$ cat src/rtl/adder_result_accum.sv
// rtl/adder_result_accum.sv - frame accumulator of adder results with saturating total and valid/ready output
module adder_result_accum #(
    parameter int NUM_RESULTS = 4,
    parameter int ACC_WIDTH   = 9
) (
    input  logic                 clk,
    input  logic                 reset,
    input  logic                 in_valid,
    input  logic [6:0]           c,
    output logic [ACC_WIDTH-1:0] sum_data,
    output logic                 sum_sat,
    output logic                 sum_valid,
    input  logic                 sum_ready,
    output logic                 overrun,
    output logic [7:0]           frames_done
);

    localparam logic [7:0]           LAST_IDX = 8'(NUM_RESULTS - 1);
    localparam logic [ACC_WIDTH-1:0] ACC_MAX  = '1;

    typedef enum logic {
        S_EMPTY = 1'b0,
        S_FULL  = 1'b1
    } state_t;

    state_t                 state_q;
    state_t                 state_d;
    logic                   pend;
    logic [ACC_WIDTH-1:0]   acc;
    logic [7:0]             cnt;
    logic                   sat_f;
    logic [ACC_WIDTH:0]     sum_wide;
    logic                   sum_ovf;
    logic [ACC_WIDTH-1:0]   acc_next;
    logic                   sat_next;
    logic                   frame_done;
    logic                   load_out;
    logic                   drop;

    assign sum_valid = (state_q == S_FULL);

    // Running sum with one extra bit so a carry out means the frame saturated
    always_comb begin
        sum_wide   = {1'b0, acc} + {{(ACC_WIDTH - 6){1'b0}}, c};
        sum_ovf    = sum_wide[ACC_WIDTH];
        acc_next   = sum_ovf ? ACC_MAX : sum_wide[ACC_WIDTH-1:0];
        sat_next   = sat_f | sum_ovf;
        frame_done = pend && (cnt == LAST_IDX);
    end

    // Output handshake: load on completion unless a held total is still unaccepted
    always_comb begin
        state_d  = state_q;
        load_out = 1'b0;
        drop     = 1'b0;
        case (state_q)
            S_EMPTY: begin
                if (frame_done) begin
                    load_out = 1'b1;
                    state_d  = S_FULL;
                end
            end
            S_FULL: begin
                if (frame_done) begin
                    if (sum_ready) begin
                        load_out = 1'b1;
                    end else begin
                        drop = 1'b1;
                    end
                end else if (sum_ready) begin
                    state_d = S_EMPTY;
                end
            end
            default: state_d = S_EMPTY;
        endcase
    end

    // Handshake state register
    always_ff @(posedge clk) begin
        if (!reset) begin
            state_q <= S_EMPTY;
        end else begin
            state_q <= state_d;
        end
    end

    // The adder's result lands one cycle after its valid, so delay the strobe to line up with c
    always_ff @(posedge clk) begin
        if (!reset) begin
            pend <= 1'b0;
        end else begin
            pend <= in_valid;
        end
    end

    // Frame accumulation; the completing sample clears state so the next sample opens a new frame
    always_ff @(posedge clk) begin
        if (!reset) begin
            acc   <= '0;
            cnt   <= '0;
            sat_f <= 1'b0;
        end else if (pend) begin
            if (frame_done) begin
                acc   <= '0;
                cnt   <= '0;
                sat_f <= 1'b0;
            end else begin
                acc   <= acc_next;
                cnt   <= cnt + 8'd1;
                sat_f <= sat_next;
            end
        end
    end

    // Output register holds the accepted-pending total stable while FULL
    always_ff @(posedge clk) begin
        if (!reset) begin
            sum_data <= '0;
            sum_sat  <= 1'b0;
        end else if (load_out) begin
            sum_data <= acc_next;
            sum_sat  <= sat_next;
        end
    end

    // Frame counter counts every completion, dropped or not; overrun is sticky
    always_ff @(posedge clk) begin
        if (!reset) begin
            frames_done <= 8'd0;
            overrun     <= 1'b0;
        end else begin
            if (frame_done) begin
                frames_done <= frames_done + 8'd1;
            end
            if (drop) begin
                overrun <= 1'b1;
            end
        end
    end

endmodule

$ cat config.mk
export PLATFORM = sky130hd
export DESIGN_NAME = adder_result_accum
export DESIGN_NICKNAME = d
export VERILOG_FILES = /design/src/rtl/adder_result_accum.sv
export SDC_FILE = /design/constraint.sdc
export NUM_CORES = 1
export LEC_CHECK = 0
export ABC_AREA = 1
export CORE_UTILIZATION = 53
export DETAILED_ROUTE_END_ITERATION = 10
export PLACE_DENSITY_LB_ADDON = 0.1
export SYNTH_ARGS = -nofsm -noshare
export SYNTH_HDL_FRONTEND = slang
export SYNTH_SLANG_ARGS = --single-unit
$ cat constraint.sdc
create_clock -name clk -period 1.9 [get_ports clk]
set_input_delay 0.38 -clock clk [delete_from_list [all_inputs] [get_ports clk]]
set_output_delay 0.38 -clock clk [all_outputs]
set_load 0.05 [all_outputs]
### After elaboration in Yosys (flattened, before gate mapping)

Cells that the tools add are included.

* flip-flop bits (word level): 39
* word-level logic and storage cells: 29

* add/sub/neg operators: 3
* equal/unequal tests: 1
* multiplexer cells: 13
* bitwise logic cells: 2
* reductions and logical operators: 1

Operators by type and width (number)
* 9-bit 2-to-1 mux: 2
* 8-bit by 1-bit adder with 8-bit output (second input constant): 2
* 9-bit by 7-bit adder with 10-bit output: 1
* 8-bit by 2-bit equality test with 1-bit output (second input constant): 1
* 1-bit 2-to-1 mux: 8
* 8-bit 2-to-1 mux: 1
* 1-bit one-hot mux with 2 select lines: 2
* 1-bit logical AND: 1
* 1-bit inverter: 1
* 1-bit OR: 1

### Depth between registers and ports, before layout

Gate-level depths: netlist (run 1).

* word-level depth: 4
* gate-level depth with buffers: 12
* gate-level depth less buffers: 12

### Worst setup path before layout (run 1)

OpenSTA, ideal clock, no wires.

* path kind: input -> register
* start: input port c[0]
* end: register acc[6]
* setup time: 132 ps
* data arrival time: 1533 ps
* data required time: 1768 ps
* setup slack: 235 ps
* stages on the path: 11
* path buffers: 0
* cell sequence: ha_1 -> inv_1 -> fa_1 -> inv_1 -> nand2_1 -> nand2_1 -> nand3b_1 -> nand3_1 -> nand2_1 -> o21ai_0 -> a21oi_1

* longest elaborated chain between the ends: 3

Ends and longest elaborated chain
* start: declaration: line 9 `input logic [6:0] c,`
* 9-bit by 7-bit adder with 10-bit output: line 44 `sum_wide = {1'b0, acc} + {{(ACC_WIDTH - 6){1'b0}}, c};`
* 9-bit 2-to-1 mux: line 46 `acc_next = sum_ovf ? ACC_MAX : sum_wide[ACC_WIDTH-1:0];`
* 9-bit 2-to-1 mux: line 103 `if (frame_done) begin`
* end signal: assignment: line 108 `acc <= acc_next;`
* end: declaration: line 29 `logic [ACC_WIDTH-1:0] acc;`

No other way between the ends.
A chain may end at the register's enable or synchronous reset.

### Worst setup path in the final report (run 1)

* start: register frames_done[0]
* end: output port frames_done[0]

RTL lines
* start: declaration: line 15 `output logic [7:0] frames_done`
* start signal: assignment: line 133 `frames_done <= frames_done + 8'd1;`

No word-level cell between the ends.

==> impl_metrics.json, run 1 <==
{
  "status": "completed",
  "hold_viol": 0,
  "tightest_slew_ns": 0.496,
  "cp.depth": 1,
  "first_global_vias": 1832,
  "fmax_mhz": 541,
  "path_cells": "clkdlybuf4s50_1",
  "hold_class": "reg2reg",
  "post-cts-setup-buffers": 0,
  "power_frac_comb": 0.125,
  "fin_ws_ns": 0.0532,
  "avgSynthCellArea_um2": 7.30,
  "syn-num-nets": 302,
  "synth.most_common_cell": "nand2_1",
  "netlist-cell-type-count": 34,
  "worst-path-buf-inv": 1,
  "wirelength_mm": 4.56,
  "leakagePower_nw": 1.23,
  "cts_buffers": 5,
  "dp_hpwl_mm": 3.16,
  "multi_input_area_mm2": 0.00110,
  "fin_crit_ns": 1.85,
  "grt_max_degree": 19,
  "ys_ff_latch": 39,
  "fin_nets": 349,
  "cp_slowest_stage_delay_ns": 0.81,
  "seqPwrFrac": 0.443,
  "relSlewSlack": 0.669,
  "critical_path_class": "reg2out",
  "worst-r2r-cell-count": 11,
  "die-area_mm2": 0.00412,
  "ant_nets": 0,
  "cap_violations": 0,
  "dr_total_vias": 1935,
  "async_flop_share": 0,
  "tritoncts": "built",
  "yosysTopAreaCellShare": 0.381,
  "cp.required_ns": 1.52,
  "routedWlPerCell_um": 12.1,
  "synthTopCellsByCount": "nand2_1 (71), dfxtp_1 (39), inv_1 (37), nor2_1 (29), a21oi_1 (22)",
  "holdPathStages": 2,
  "dp_slack_ns": -0.409,
  "io_buffers": 30,
  "rsz0062_at_grt": "no",
  "yosysSeqAreaShare": 0.381,
  "postPlaceCellArea_mm2": 0.00248,
  "first_pass_iters": 4,
  "switching_share": 0.230,
  "synth-edff-count": 0,
  "fillCellCount": 301,
  "drv_slew": 0,
  "viasPerCell": 5.13,
  "syn_inst": 281,
  "grt_pass1_wl_mm": 7.72,
  "row_count": 22,
  "setup-tns-final_ns": 0,
  "synth_flop_cell": "dfxtp_1",
  "cp_data_arrival_time_ns": 1.47,
  "power_mw": 1.90,
  "cp-start-kind": "register",
  "cp-end-kind": "output pin",
  "final_cell_area_mm2": 0.00266,
  "final_cells": 377,
  "clockRootBuffer": "clkbuf_8",
  "synth_area_mm2": 0.00205,
  "grt_use_total": 0.242,
  "antenna_cells": 0,
  "drtIter0Drc": 74,
  "drc_errors": 0,
  "power.internal_mw": 1.47,
  "fin_worst_skew_ns": 0.00952,
  "p_per_area_mw_per_mm2": 715,
  "initial_core_util": 0.556,
  "io_pins": 31,
  "whs_ns": 0.475,
  "layout-drive-gt1-share": 0.179,
  "grt_overflow_total": 0,
  "yosys.area.top_type": "dfxtp_1",
  "crit_path_top_delay_cell": "clkdlybuf4s50_1",
  "ff_latch_area_um2": 782,
  "cts.path.max_buffers": 2,
  "r2r_slack_ns": 0.14,
  "htree_num_levels": 2,
  "globalplace.congestion": 0.811,
  "coreArea_mm2": 0.00369,
  "synth.area.top_cells": "dfxtp_1 (38%), nand2_1 (13%), inv_1 (6.8%)",
  "fp.dieH_um": 64.2,
  "finalSetupViolCount": 0,
  "fin_util": 0.722,
  "dp_cells": 369,
  "synthToLayoutAreaGrowth_pct": 29.8,
  "yosys_warnings": 0,
  "dieWidth_um": 64.2,
  "clock_power_share": 0.432,
  "clk_pin_slew_ns": 0.08,
  "clk_latency_ns": 0.30,
  "path_max_fanout": 3,
  "clock_sinks": 39,
  "cp_top_family": "buffers and inverters",
  "ir_drop_mv": 0.607,
  "p_sw_mw": 0.439,
  "antenna_found_initial": 0,
  "timing.final.crit_share": 0.972
}
## kinds of logic after synthesis
| kind of cell | synth area share |
|---|---|
| AOI/OAI and AO/OA | 0.143 |
| and+or+nand+nor | 0.280 |
| adders and majority gates | 0.0647 |
| xor gates and xnor gates | 0.0299 |
| buffers and inverters | 0.101 |
| DFF | 0.381 |
## registers in the layout, indices dropped and copies added (netlist names)
name / flops
cnt: 8
frames_done: 8
pend: 1
sum_data: 9
sum_sat: 1
sum_valid: 1
acc: 9
overrun: 1
sat_f: 1
## power groups by stage
stage          clock network [mW]  logic [mW]  registers, mW
5_1_grt                     0.860       0.264          0.846
3_3_place_gp                    0       0.219          0.862
4_1_cts                     0.829       0.228          0.843
3_5_place_dp                    0       0.221          0.862
2_1_floorplan                   0       0.133          0.862
6_report                    0.822       0.238          0.844
## final timing paths
path	start	end
worst max register to register	acc[0]$_SDFFE_PN0P_	acc[6]$_SDFFE_PN0P_
worst min register to register	acc[4]$_SDFFE_PN0P_	acc[4]$_SDFFE_PN0P_
worst max-delay path	frames_done[0]$_SDFFE_PN0N_	frames_done[0]
worst min-delay path	acc[4]$_SDFFE_PN0P_	acc[4]$_SDFFE_PN0P_
## layout make-up
| class | instances | area share |
|---|---|---|
| Inverter | 40 | 0.0574 |
| Multi-Input combinational cell | 196 | 0.412 |
| Timing Repair Buffer | 46 | 0.164 |
| Sequential cell | 39 | 0.294 |
| Tap cell | 48 | 0.0226 |
| Clock buffer | 6 | 0.0273 |
| Clock inverter | 2 | 0.0226 |
## cell usage in the layout, fill, tap and decap left out, types with 2 or more instances in the layout
cell type,count
nand2_1,68
dfxtp_1,38
inv_1,34
nor2_1,29
a21oi_1,21
clkdlybuf4s50_1,20
buf_4,20
nand3_1,10
o21ai_0,9
ha_1,8
o21ai_1,6
inv_2,5
nand2_2,5
clkbuf_8,5
nand4_1,4
xor2_1,4
a21oi_2,4
o21ai_2,4
xnor2_1,3
a31oi_1,3
dlymetal6s2s_1,3
nor3_1,2
nand2_4,2
nand3b_1,2
bufinv_16,2
buf_12,2
## layer usage
layer / up-vias / part of all wire / wire [um] / GRT usage
li1: 996 / - / - / -
met1: 887 / 0.46 / 2090 / 0.288
met2: 39 / 0.48 / 2210 / 0.419
met3: 13 / 0.030 / 136 / 0.0375
met4: 0 / 0.028 / 126 / 0.122
met5: - / 0 / 0 / 0
## repair_timing
| item | CTS | global route |
|---|---|---|
| setup endpoints to repair | 7 | 17 |
| pin swaps | 7 | 6 |
| hold buffers | 0 | 0 |
| resized for setup | 9 | 16 |
Power figures use the tool's default switching activity.
==> inputs of run 2 (changes only) <==
Settings changed: CORE_ASPECT_RATIO from default to 0.9, SKIP_CTS_REPAIR_TIMING from default to 1.
==> run 2 against run 1 <==
Effect of this change:
- largest cell class unchanged
- non-clock buffer count increased by 3
- die area about the same
- flip-flop and latch count unchanged
- sequential share of layout area increased by 0.13 points
- wire length increased by 0.72%
- combinational power about the same
- final cell count increased by 0.27%
- sequential power about the same
- utilization decreased by 0.76 points
- critical endpoint is now sum_data[8]
- clock power decreased by 35%
- maximum frequency increased by 1.1%
==> impl_metrics.json, run 2 (synthesized netlist as in run 1, its figures left out) <==
{
  "setup-tns-final_ns": 0,
  "antenna_cells": 0,
  "p_per_area_mw_per_mm2": 613,
  "power_mw": 1.62,
  "wirelength_mm": 4.59,
  "top_regs": "acc: 9 flops, sum_data: 9 flops",
  "cp-start-kind": "register",
  "timing.final.crit_share": 0.962,
  "layout-drive-gt1-share": 0.196,
  "io_buffers": 30,
  "routedWlPerCell_um": 12.1,
  "finalSetupViolCount": 0,
  "path_max_fanout": 2,
  "fin_util": 0.714,
  "multi_input_area_mm2": 0.00112,
  "hold_class": "reg2reg",
  "clk_pin_slew_ns": 0.07,
  "drtIter0Drc": 78,
  "tritoncts": "built",
  "fp.dieH_um": 61.0,
  "first_global_vias": 1597,
  "fin_nets": 352,
  "ir_drop_mv": 0.465,
  "clockRootBuffer": "clkbuf_8",
  "cp_slowest_stage_delay_ns": 0.81,
  "globalplace.congestion": 0.820,
  "ant_nets": 0,
  "drc_errors": 0,
  "status": "completed",
  "layout_commonest_cell": "nand2_1",
  "cp_data_arrival_time_ns": 1.45,
  "final_cells": 378,
  "grt_overflow_total": 0,
  "relSlewSlack": 0.643,
  "die-area_mm2": 0.00412,
  "initial_core_util": 0.554,
  "cts_buffers": 5,
  "crit_path_top_delay_cell": "clkdlybuf4s50_1",
  "dp_slack_ns": -0.413,
  "tightest_slew_ns": 0.534,
  "row_count": 21,
  "fin_worst_skew_ns": 0.00866,
  "dieWidth_um": 67.6,
  "final_cell_area_mm2": 0.00265,
  "htree_num_levels": 2,
  "whs_ns": 0.481,
  "dr_total_vias": 1903,
  "synthToLayoutAreaGrowth_pct": 29.0,
  "clk_latency_ns": 0.29,
  "viasPerCell": 5.03,
  "fin_crit_ns": 1.83,
  "cts.path.max_buffers": 2,
  "fmax_mhz": 547,
  "coreArea_mm2": 0.00370,
  "cap_violations": 0,
  "grt_use_total": 0.232,
  "hold_viol": 0,
  "cp_top_family": "buffers and inverters",
  "drv_slew": 0,
  "worst-path-buf-inv": 1,
  "final_cell_mix": "nand2_1 (67), dfxtp_1 (39), inv_1 (34), nor2_1 (29), buf_4 (24)",
  "grt_pass1_wl_mm": 7.06,
  "ff_latch_area_um2": 781,
  "fillCellCount": 311,
  "cp-end-kind": "output pin",
  "critical_path_class": "reg2out",
  "grt_max_degree": 22,
  "leakagePower_nw": 1.26,
  "path_cells": "clkdlybuf4s50_1",
  "dp_hpwl_mm": 3.33,
  "clock_sinks": 39,
  "first_pass_iters": 4,
  "dp_cells": 369,
  "io_pins": 31,
  "postPlaceCellArea_mm2": 0.00248,
  "cp.required_ns": 1.52,
  "fin_ws_ns": 0.0730,
  "antenna_found_initial": 0
}
[run 2: area by class of cell]
cell class | instances | area share
clock buffers | 7 | 0.0289
clock inverters | 1 | 0.00189
inverters | 40 | 0.0577
multi-input cells | 196 | 0.422
flip-flops and latches | 39 | 0.295
well taps | 46 | 0.0218
repair buffers | 49 | 0.172
[run 2: metal layers]
| metal | routed length (um) | share of wire | GRT usage |
|---|---|---|---|
| met5 | 0 | 0 | 0 |
| met4 | 27 | 0.0059 | 0.0608 |
| met3 | 163 | 0.035 | 0.0593 |
| met2 | 2160 | 0.47 | 0.375 |
| met1 | 2240 | 0.49 | 0.309 |
[run 2: where the power goes]
part / internal, mW / switching, mW / leakage, nW
Combinational: 0.111 / 0.129 / 0.903
Sequential: 0.832 / 0.0127 / 0.315
Clock: 0.258 / 0.279 / 0.0422
Total: 1.20 / 0.421 / 1.26
[run 2: path summary, 6_finish.rpt]
path | from | to | slack (ns) | depth (start not counted)
max | sum_data[8]$_SDFFE_PN0P_ | sum_data[8] | 0.07 | 1
min | acc[0]$_SDFFE_PN0P_ | acc[0]$_SDFFE_PN0P_ | 0.48 | 2
max reg2reg | acc[0]$_SDFFE_PN0P_ | acc[8]$_SDFFE_PN0P_ | 0.19 | 12
min reg2reg | acc[0]$_SDFFE_PN0P_ | acc[0]$_SDFFE_PN0P_ | 0.48 | 2
==> inputs of run 3 (changes only) <==
Settings changed: SLEW_MARGIN from default to 20.
==> results of run 3 <==
Same layout as run 2: the final DEF is identical, and so are final timing and power.
